**src/rtl/sine_dds_pkg.sv**
```systemverilog
// sine_dds_pkg: shared widths, quadrant type and phase fold for the DDS scheduler.
package sine_dds_pkg;
  localparam int ROM_AW = 9;
  localparam int ROM_DW = 16;
  localparam logic [ROM_DW-1:0] ROM_MAX = 16'hFFFF;
  localparam int QUAD_W = 2;
  localparam int FOLD_W = QUAD_W + ROM_AW;
  typedef enum logic [QUAD_W-1:0] {Q0, Q1, Q2, Q3} quad_e;
  typedef struct packed {
    quad_e             quad;
    logic [ROM_AW-1:0] adrs;
  } fold_t;
  // Odd quadrants walk the quarter-wave table backwards; 511-idx is ~idx.
  function automatic fold_t fold(input logic [FOLD_W-1:0] top);
    fold_t f;
    f.quad = quad_e'(top[FOLD_W-1 -: QUAD_W]);
    f.adrs = top[ROM_AW] ? ~top[ROM_AW-1:0] : top[ROM_AW-1:0];
    return f;
  endfunction
endpackage

```
**src/rtl/sine_fold_out.sv**
```systemverilog
// sine_fold_out: S1 magnitude capture with top-entry saturation, S2 sign and output registers.
module sine_fold_out
  import sine_dds_pkg::*;
#(
  parameter int NCH  = 4,
  parameter int CH_W = 2
) (
  input  logic              clk,
  input  logic              rst_n,
  input  logic              flush,
  input  logic              issue,
  input  logic [ROM_AW-1:0] rom_adrs,
  input  logic [ROM_DW-1:0] rom_data,
  input  quad_e             quad,
  input  logic [CH_W-1:0]   ch,
  output logic              sample_valid,
  output logic [CH_W-1:0]   sample_ch,
  output logic [ROM_DW:0]   sample_out,
  output logic              frame
);
  logic              v1_q, v1_d, v2_q, v2_d, frame_q, frame_d;
  logic [ROM_DW-1:0] mag_q, mag_d;
  quad_e             quad_q, quad_d;
  logic [CH_W-1:0]   ch1_q, ch1_d, ch2_q, ch2_d;
  logic [ROM_DW:0]   out_q, out_d;
  always_comb begin
    v1_d    = issue && !flush;
    mag_d   = (rom_adrs == '1) ? ROM_MAX : rom_data;
    quad_d  = quad;
    ch1_d   = ch;
    v2_d    = v1_q && !flush;
    ch2_d   = ch1_q;
    out_d   = (quad_q inside {Q2, Q3}) ? -{1'b0, mag_q} : {1'b0, mag_q};
    frame_d = v1_q && !flush && (ch1_q == CH_W'(NCH - 1));
  end
  always_ff @(posedge clk or negedge rst_n)
    if (!rst_n) begin
      v1_q    <= 1'b0;
      mag_q   <= '0;
      quad_q  <= Q0;
      ch1_q   <= '0;
      v2_q    <= 1'b0;
      ch2_q   <= '0;
      out_q   <= '0;
      frame_q <= 1'b0;
    end else begin
      v1_q    <= v1_d;
      mag_q   <= mag_d;
      quad_q  <= quad_d;
      ch1_q   <= ch1_d;
      v2_q    <= v2_d;
      ch2_q   <= ch2_d;
      out_q   <= out_d;
      frame_q <= frame_d;
    end
  assign sample_valid = v2_q;
  assign sample_ch    = ch2_q;
  assign sample_out   = out_q;
  assign frame        = frame_q;
endmodule

```
**src/rtl/sine_dds_sched.sv**
```systemverilog
// sine_dds_sched: round-robin multi-channel DDS sharing one quarter-wave sine ROM.
module sine_dds_sched
  import sine_dds_pkg::*;
#(
  parameter int NCH     = 4,
  parameter int CH_W    = 2,
  parameter int PHASE_W = 32
) (
  input  logic               clk,
  input  logic               rst_n,
  input  logic               en,
  input  logic               phase_clr,
  input  logic               ftw_wr,
  input  logic [CH_W-1:0]    ftw_ch,
  input  logic [PHASE_W-1:0] ftw_data,
  output logic [ROM_AW-1:0]  rom_adrs,
  input  logic [ROM_DW-1:0]  rom_data,
  output logic               sample_valid,
  output logic [CH_W-1:0]    sample_ch,
  output logic [ROM_DW:0]    sample_out,
  output logic               frame
);
  logic [CH_W-1:0]                slot_q, slot_d;
  logic [NCH-1:0][PHASE_W-1:0]    phase_q, phase_d, ftw_q, ftw_d;
  fold_t                          f;
  assign f        = fold(phase_q[slot_q][PHASE_W-1 -: FOLD_W]);
  assign rom_adrs = f.adrs;
  // The accumulation reads ftw_q, so a same-cycle write lands one slot later.
  always_comb begin
    slot_d  = slot_q;
    phase_d = phase_q;
    ftw_d   = ftw_q;
    if (ftw_wr) ftw_d[ftw_ch] = ftw_data;
    if (phase_clr) begin
      slot_d  = '0;
      phase_d = '0;
    end else if (en) begin
      slot_d          = slot_q + 1'b1;
      phase_d[slot_q] = phase_q[slot_q] + ftw_q[slot_q];
    end
  end
  always_ff @(posedge clk or negedge rst_n)
    if (!rst_n) begin
      slot_q  <= '0;
      phase_q <= '0;
      ftw_q   <= '0;
    end else begin
      slot_q  <= slot_d;
      phase_q <= phase_d;
      ftw_q   <= ftw_d;
    end
  sine_fold_out #(.NCH(NCH), .CH_W(CH_W)) u_out (
    .clk          (clk),
    .rst_n        (rst_n),
    .flush        (phase_clr),
    .issue        (en),
    .rom_adrs     (rom_adrs),
    .rom_data     (rom_data),
    .quad         (f.quad),
    .ch           (slot_q),
    .sample_valid (sample_valid),
    .sample_ch    (sample_ch),
    .sample_out   (sample_out),
    .frame        (frame)
  );
endmodule

```
**config.mk**
```make
export PLATFORM = sky130hd
export DESIGN_NAME = sine_dds_sched
export DESIGN_NICKNAME = d
export VERILOG_FILES = /design/src/rtl/sine_dds_pkg.sv /design/src/rtl/sine_fold_out.sv /design/src/rtl/sine_dds_sched.sv
export SDC_FILE = /design/constraint.sdc
export NUM_CORES = 1
export LEC_CHECK = 0
export ABC_AREA = 1
export CORE_AREA = 2 2 231 233
export CTS_BUF_LIST = sky130_fd_sc_hd__clkbuf_4
export DETAILED_ROUTE_END_ITERATION = 7
export DIE_AREA = 0 0 233 235
export GPL_ROUTABILITY_DRIVEN = 1
export PLACE_DENSITY = 0.52
export SYNTH_ARGS = -nofsm -noshare
export SYNTH_HDL_FRONTEND = slang
export SYNTH_SLANG_ARGS = --single-unit
```
**constraint.sdc**
```tcl
create_clock -name clk -period 7 [get_ports clk]
set_clock_uncertainty 0.15 [all_clocks]
set_input_delay 2.1 -clock clk [delete_from_list [all_inputs] [get_ports clk]]
set_output_delay 2.1 -clock clk [all_outputs]
set_load 0.01 [all_outputs]
```
### Yosys cells after proc, flatten, opt, wreduce, memory -nomap -nowiden

Index checks and enable logic that the tools add are counted.

* output and inout bits: 30
* input bits: 55
* word-level logic and storage cells: 54
* register bits after elaboration: 300

* eq/ne operators: 4
* $add $sub $neg: 3
* bitwise operators: 1
* reduce and logical (&&, ||, !) cells: 8
* $lt $le $gt $ge: 4
* muxes and demuxes: 17

Operators with widths (number)
* 128-bit bitwise mux: 2
* 128-bit two-way mux: 2
* 32-bit binary-select mux with 2-bit select: 2
* 32-bit demux with 2-bit select: 2
* 32-bit two-way mux: 4
* 32-bit adder: 1
* 17-bit two-way mux: 1
* 16-bit negator with 17-bit output: 1
* 16-bit two-way mux: 1
* 9-bit equality test (second input constant): 1
* 9-bit two-way mux: 1
* 9-bit inverter: 1
* 2-bit equality test (second input constant): 3
* 2-bit by 3-bit < comparator with 1-bit output (second input constant): 2
* 1-bit logical AND: 5
* 2-bit by 1-bit greater-or-equal comparator with 1-bit output (second input constant): 2
* 2-bit two-way mux: 2
* 2-bit nonzero test: 2
* 2-bit by 1-bit adder with 2-bit output (second input constant): 1
* 1-bit zero test: 1

### Logic depth before layout (Yosys ltp)

Gate-level depths: netlist of the first run.

* depth after elaboration: 7
* mapped depth: 20
* gate-level depth less buffers: 17

### Modules after synthesis

Synthesis of the first run repeated with hierarchy kept, for this count alone.

* cell total of the unflattened synthesis: 2036
* area, all modules: 15497.4 µm²

Modules (own cells, without submodules)
* sine_dds_sched: cells an instance 1857, instances 1, area an instance 13834.5 µm², sequential area each 6456.2 µm²
* sine_fold_out: cells an instance 179, instances 1, area an instance 1662.8 µm², sequential area each 1026.0 µm²

### Worst setup path before layout of the first run

Ideal clock, no wire load.

* kind: register to output
* start point: reg slot_q[0]
* end point: out rom_adrs[7]
* slack: 3.399 ns
* required time: 4.750 ns
* stages on the path, launching flop included: 9
* data arrival time: 1.351 ns
* buffers on the path: 3
* cells stage by stage: dfrtp_1 > buf_6 > o21ai_1 > nand2_1 > nand2_2 > buf_6 > xor2_1 > inv_1 > buf_4

RTL lines
* start: declaration: RTL line sine_dds_sched.sv:23 `logic [CH_W-1:0] slot_q, slot_d;`
* start signal: assignment: RTL line sine_dds_sched.sv:48 `slot_q <= slot_d;`
* end: declaration: RTL line sine_dds_sched.sv:16 `output logic [ROM_AW-1:0] rom_adrs,`

### Worst setup path in the final report of the first run

* start point: reg slot_q[0]
* end point: out rom_adrs[7]

* longest elaborated chain between the ends: 4

Ends and longest elaborated chain
* 32-bit binary-select mux with 2-bit select *: RTL line sine_dds_sched.sv:26 `assign f = fold(phase_q[slot_q][PHASE_W-1 -: FOLD_W]);`
* 32-bit two-way mux (not written as such) *: RTL line sine_dds_sched.sv:26
* 9-bit inverter: RTL line sine_dds_pkg.sv:17 `f.adrs = top[ROM_AW] ? ~top[ROM_AW-1:0] : top[ROM_AW-1:0];`
* 9-bit two-way mux *: RTL line sine_dds_pkg.sv:17

Every way passes the cells marked *; elsewhere a longest branch is shown, timed or not. The select of a mux whose other input is x is not followed.

==> flow_summary.ini, run 1 <==
[status]
status = finished clean

[logic_synthesis]
synth.avg_cell_area_um2 = 7.58
yosys_register_bits = 299
yosys_warnings = 0
synth_cell_types = 41
syn_area_mm2 = 0.0156
synth_cells = 2052
ys_seq_area_frac = 0.481
syn_nets = 2144

[worst_setup_path]
worstSetupStartpointType = flip-flop
worstSetupPathType = reg -> out
worst_r2r_path_depth = 16
crit_fanout = 136
end_kind = output pin
cp.required_ns = 4.75
arrival_ns = 3.33

[timing]
setup_viol_count_final = 0
post-route-period-util = 0.797
setup_tns_ns = 0
timing.fmax_ghz = 0.179
slew_viol_final = 0
hold_viol = 0
holdWs_ns = 0.193
period_needed_ns = 5.58
rsz0062_at_grt = false
worst_slew_pin_slew_ns = 0.924
setup_slack_ns = 1.42
relSlewSlack = 0.384

[die]
die_width_um = 233
dieArea_mm2 = 0.0548
rows = 84
fp.dieH_um = 235
initial_utilization = 0.298
io_pins = 85
core-area_mm2 = 0.0522

[cells_and_area]
final_area_mm2 = 0.0180
most-common-layout-cells = nand2_1 (673), dfrtp_1 (297), o21ai_0 (273)
fin_nets = 2229
final_common_cell = nand2_1
drive_gt1_frac = 0.0911
area_growth_pct = 15.6

[drt]
wl_mm = 44.7
wire_per_inst_um = 15.6
ant_nets = 0
drt-initial-drc-count = 885
vias = 13633
drc = 0
first_pass_iters = 5
vias_per_cell = 4.74

[placed_design]
io_buffers = 84
hpwl_mm = 28.8
post-place-ws_ns = 2.12
place_congestion = 0.900
place_area_mm2 = 0.0170

[clocking]
clock_path_buffers = 3
hold_buffers = 0
cts_buffers = 79
cts_tree = done
ctsResizeCount = 0
cts.sinks = 299
clk_pin_slew_ns = 0.07
root_buffer = clkbuf_4
clock_latency_ns = 0.81
cts-htree-levels = 3
cts_setup_buffers = 0

[power]
p_per_area_mw_per_mm2 = 284
ir_drop_mv = 0.108
power.leakage_uw = 0.00930

[grt]
grt_remaining_overflow = 0
grt_usage = 0.168
antenna_found_initial = 1
first_global_vias = 13652
grt_pass1_wl_mm = 73.1
grt_max_degree = 137

[min_path]
min_path_cells = 0
min_path_type = reg -> reg

[run]
cap_violations = 0
## through the flow
stage	util	power (uW)	std cells
after floorplan	-	3080	2052
after global placement	0.325	3560	2744
after detailed placement	0.325	3580	2744
after CTS	0.344	5180	2873
after global routing	0.345	5500	2874
final	0.345	5110	2874
## Yosys cell counts (all sizes together)
master  count  share of area
buf        30          0.014
dfrtp     299           0.48
a32oi       2         0.0011
a31oi       2        0.00080
nand3b      4         0.0019
clkbuf     67          0.016
a21oi      25         0.0080
nor4        1        0.00040
nand4       4         0.0016
ha         36          0.029
xnor2      10         0.0061
o22ai      51          0.021
inv       213          0.052
or2         4         0.0016
nand2     696           0.17
and2        3         0.0012
nor2      172          0.042
nand3     111          0.038
fa          1         0.0013
xor2       21          0.012
and3        1        0.00040
nor3        6         0.0019
o21ai     284          0.092
o21bai      3         0.0014
a21o        1        0.00048
o211ai      5         0.0037
## power breakdown
group / switching (uW) / internal, uW
Clock: 710 / 855
Combinational: 972 / 506
Sequential: 125 / 1950
## worst max-delay path, cell delays in order, from the launching register on
cell and delay, ns:
dfrtp_4 0.69, inv_8 0.58, nand2_1 0.10, nand2_1 0.10, nand2_1 0.04, and2_1 0.22
xor2_1 0.18, inv_1 0.08, clkdlybuf4s50_1 0.53
## final cells by class
cell class / count / area (um^2)
Clock buffer: 115 / 863
Tap cell: 688 / 861
Sequential cell: 299 / 7490
Multi-Input combinational cell: 1443 / 6840
Fill cell: 5535 / 34200
Clock inverter: 14 / 138
Antenna cell: 1 / 2.50
Timing Repair Buffer: 101 / 998
Inverter: 213 / 807
## sequential cells by signal, indices dropped and copies added, names as in the netlist
name                count
u_out.sample_out       17
u_out.v1_q              1
u_out.ch1_q             2
u_out.frame             1
u_out.sample_valid      1
phase_q               128
u_out.mag_q            16
ftw_q                 128
u_out.sample_ch         2
slot_q                  2
u_out.quad_q            1
## final timing paths
kind / slack (ns) / endpoint / start
max: 1.42 / rom_adrs[7] / slot_q[0]$_DFFE_PN0P_
min: 0.19 / u_out.sample_ch[0]$_DFF_PN0_ / u_out.ch1_q[0]$_DFF_PN0_
max reg2reg: 2.72 / phase_q[112]$_DFFE_PN0P_ / slot_q[0]$_DFFE_PN0P_
min reg2reg: 0.19 / u_out.sample_ch[0]$_DFF_PN0_ / u_out.ch1_q[0]$_DFF_PN0_
max in group asynchronous: 4.50 / u_out.mag_q[0]$_DFF_PN0_ / rst_n
min in group asynchronous: 1.12 / u_out.mag_q[9]$_DFF_PN0_ / rst_n
## cell families after synthesis
logic type,share of synthesized area
buf+inv,0.0817
fa+ha+maj,0.0302
simple gates,0.261
compound gates,0.128
flops,0.481
xor+xnor,0.0179
## routing by layer
layer	global-route usage	share of wire	wire length, um	up-vias
li1	-	-	-	6742
met1	0.226	0.47	20800	6443
met2	0.267	0.45	20300	376
met3	0.0314	0.060	2670	72
met4	0.0627	0.021	959	0
met5	0	0	0	-
No activity file was read; power rests on OpenSTA's default activity.
==> run 2: changes to the inputs <==
- PLACE_DENSITY: 0.52 -> 0.54
- clock period: 7 -> 4.52 ns (I/O delays scaled with it)
==> run 2 against run 1 <==
Global-route usage grew 0.32 points. Die area is the same. Sequential cell count is the same. Sequential share of layout area shrank 0.56 points. Utilization grew 0.47 points. Count of clock-buffer cells in the layout is the same. First-iteration DRC count grew 2.7%.
==> flow_summary.ini, run 2 (same netlist as run 1, synthesis figures left out) <==
[status]
status = finished clean

[worst_setup_path]
cp.required_ns = 3.01
path_cells = o21ai_1, nand2_1, nand2_2, xor2_1, inv_1, clkdlybuf4s50_1
crit_path_max_incr_delay_ns = 0.60
worstSetupPathType = reg -> out
worst_r2r_path_depth = 15
ff2ff_setup_slack_ns = 0.65
worstSetupStartpointType = flip-flop
cp_num_buf_inv = 2
cpLargestDelayFamily = flip-flops
crit_start = slot_q[0]$_DFFE_PN0P_
arrival_ns = 2.81
cp-endpoint = rom_adrs[8]
crit_fanout = 12
end_kind = output pin
r2r_start = slot_q[0]$_DFFE_PN0P_
crit_cells = 6
worstReg2RegEnd = phase_q[57]$_DFFE_PN0P_
worst_path_max_delay_cell = dfrtp_4

[timing]
hold_viol = 0
setup_tns_ns = 0
period_needed_ns = 4.31
relSlewSlack = 0.525
timing.fmax_ghz = 0.232
slew_viol_final = 0
worst_slew_pin_slew_ns = 0.712
post-route-period-util = 0.955
setup_viol_count_final = 0
setup_slack_ns = 0.205
rsz0062_at_grt = false

[clocking]
clk_pin_slew_ns = 0.07
root_buffer = clkbuf_4
cts.sinks = 299
clock_path_buffers = 3
hold_buffers = 0
clock_latency_ns = 0.79
cts_tree = done
cts_buffers = 81
cts-htree-levels = 3

[grt]
first_global_vias = 13903
antenna_found_initial = 1
grt_remaining_overflow = 0
grt_max_degree = 91
grt_usage = 0.171
grt_pass1_wl_mm = 74.4

[cells_and_area]
multiInputGateArea_mm2 = 0.00684
fin_nets = 2243
area_growth_pct = 17.2
drive_gt1_frac = 0.0959
most-common-layout-cells = nand2_1 (673), dfrtp_1 (297), o21ai_0 (273)
fillers = 5545
postLayoutCoreUtil = 0.349
final_cells = 2900
final_common_cell = nand2_1
ff_latch_area_mm2 = 0.00749

[placed_design]
place_congestion = 0.883
io_buffers = 84
post-place-ws_ns = 0.676
hpwl_mm = 29.3
place_inst = 2753

[drt]
first_pass_iters = 4
drt-initial-drc-count = 909
vias = 13571
wl_mm = 45.3
drc = 0
vias_per_cell = 4.68
ant_nets = 0
wire_per_inst_um = 15.6

[power]
intPower_uw = 5210
p_sw_frac = 0.354
power.leakage_uw = 0.00942
seqPwrFrac = 0.395
comb_power_share = 0.289
p_per_area_mw_per_mm2 = 442
ir_drop_mv = 0.154
p_clk_frac = 0.316
p_switching_uw = 2850

[die]
core-area_mm2 = 0.0522
die_width_um = 233
fp.dieH_um = 235
dieArea_mm2 = 0.0548
initial_utilization = 0.298
rows = 84
io_pins = 85

[min_path]
min_path_type = reg -> reg

[run]
cap_violations = 0
[run 2: cell type report]
cell class                 instances  share of cell area
timing repair buffer             112              0.0630
timing repair inverter             1            0.000480
inverter                         213              0.0447
multi-input combinational       1443               0.375
clock buffer                     115              0.0473
clock inverter                    28              0.0118
antenna                            1            0.000137
tap                              688              0.0472
sequential                       299               0.410
[run 2: metal layers]
layer  GRT usage  part of all wire
met5           0                 0
met4      0.0627             0.023
met3      0.0305             0.059
met2       0.267              0.44
met1       0.236              0.48
[run 2: worst min path at each step]
stage                                        end                startpoint  depth (start not counted)
finish              u_out.sample_ch[0]$_DFF_PN0_  u_out.ch1_q[0]$_DFF_PN0_                          0
global route        u_out.sample_ch[0]$_DFF_PN0_  u_out.ch1_q[0]$_DFF_PN0_                          0
CTS                 u_out.sample_ch[0]$_DFF_PN0_  u_out.ch1_q[0]$_DFF_PN0_                          0
detailed placement  u_out.sample_ch[1]$_DFF_PN0_  u_out.ch1_q[1]$_DFF_PN0_                          0
global placement    u_out.sample_ch[1]$_DFF_PN0_  u_out.ch1_q[1]$_DFF_PN0_                          0
floorplan           u_out.sample_ch[1]$_DFF_PN0_  u_out.ch1_q[1]$_DFF_PN0_                          0
[run 2: what timing repair did]
action	CTS	global route
setup buffers	2	0
gates resized for setup	2	1
cloned	1	0
setup endpoints to repair	9	5
[run 2: per-stage QoR]
step           area, um^2  power (uW)  hold WS (ns)
3_5_place_dp        17100        5540         0.211
4_1_cts             18200        8170         0.218
6_report            18200        8070         0.228
2_1_floorplan       15600        4760         0.197
5_1_grt             18200        8670         0.231
3_3_place_gp        17100        5520         0.212
[run 2: power groups by stage]
stage	sequential [uW]	combinational, uW	clock (uW)
floorplan	3210	1560	0
finish	3190	2330	2550
global route	3230	2640	2810
detailed placement	3240	2300	0
global placement	3230	2290	0
CTS	3190	2330	2660
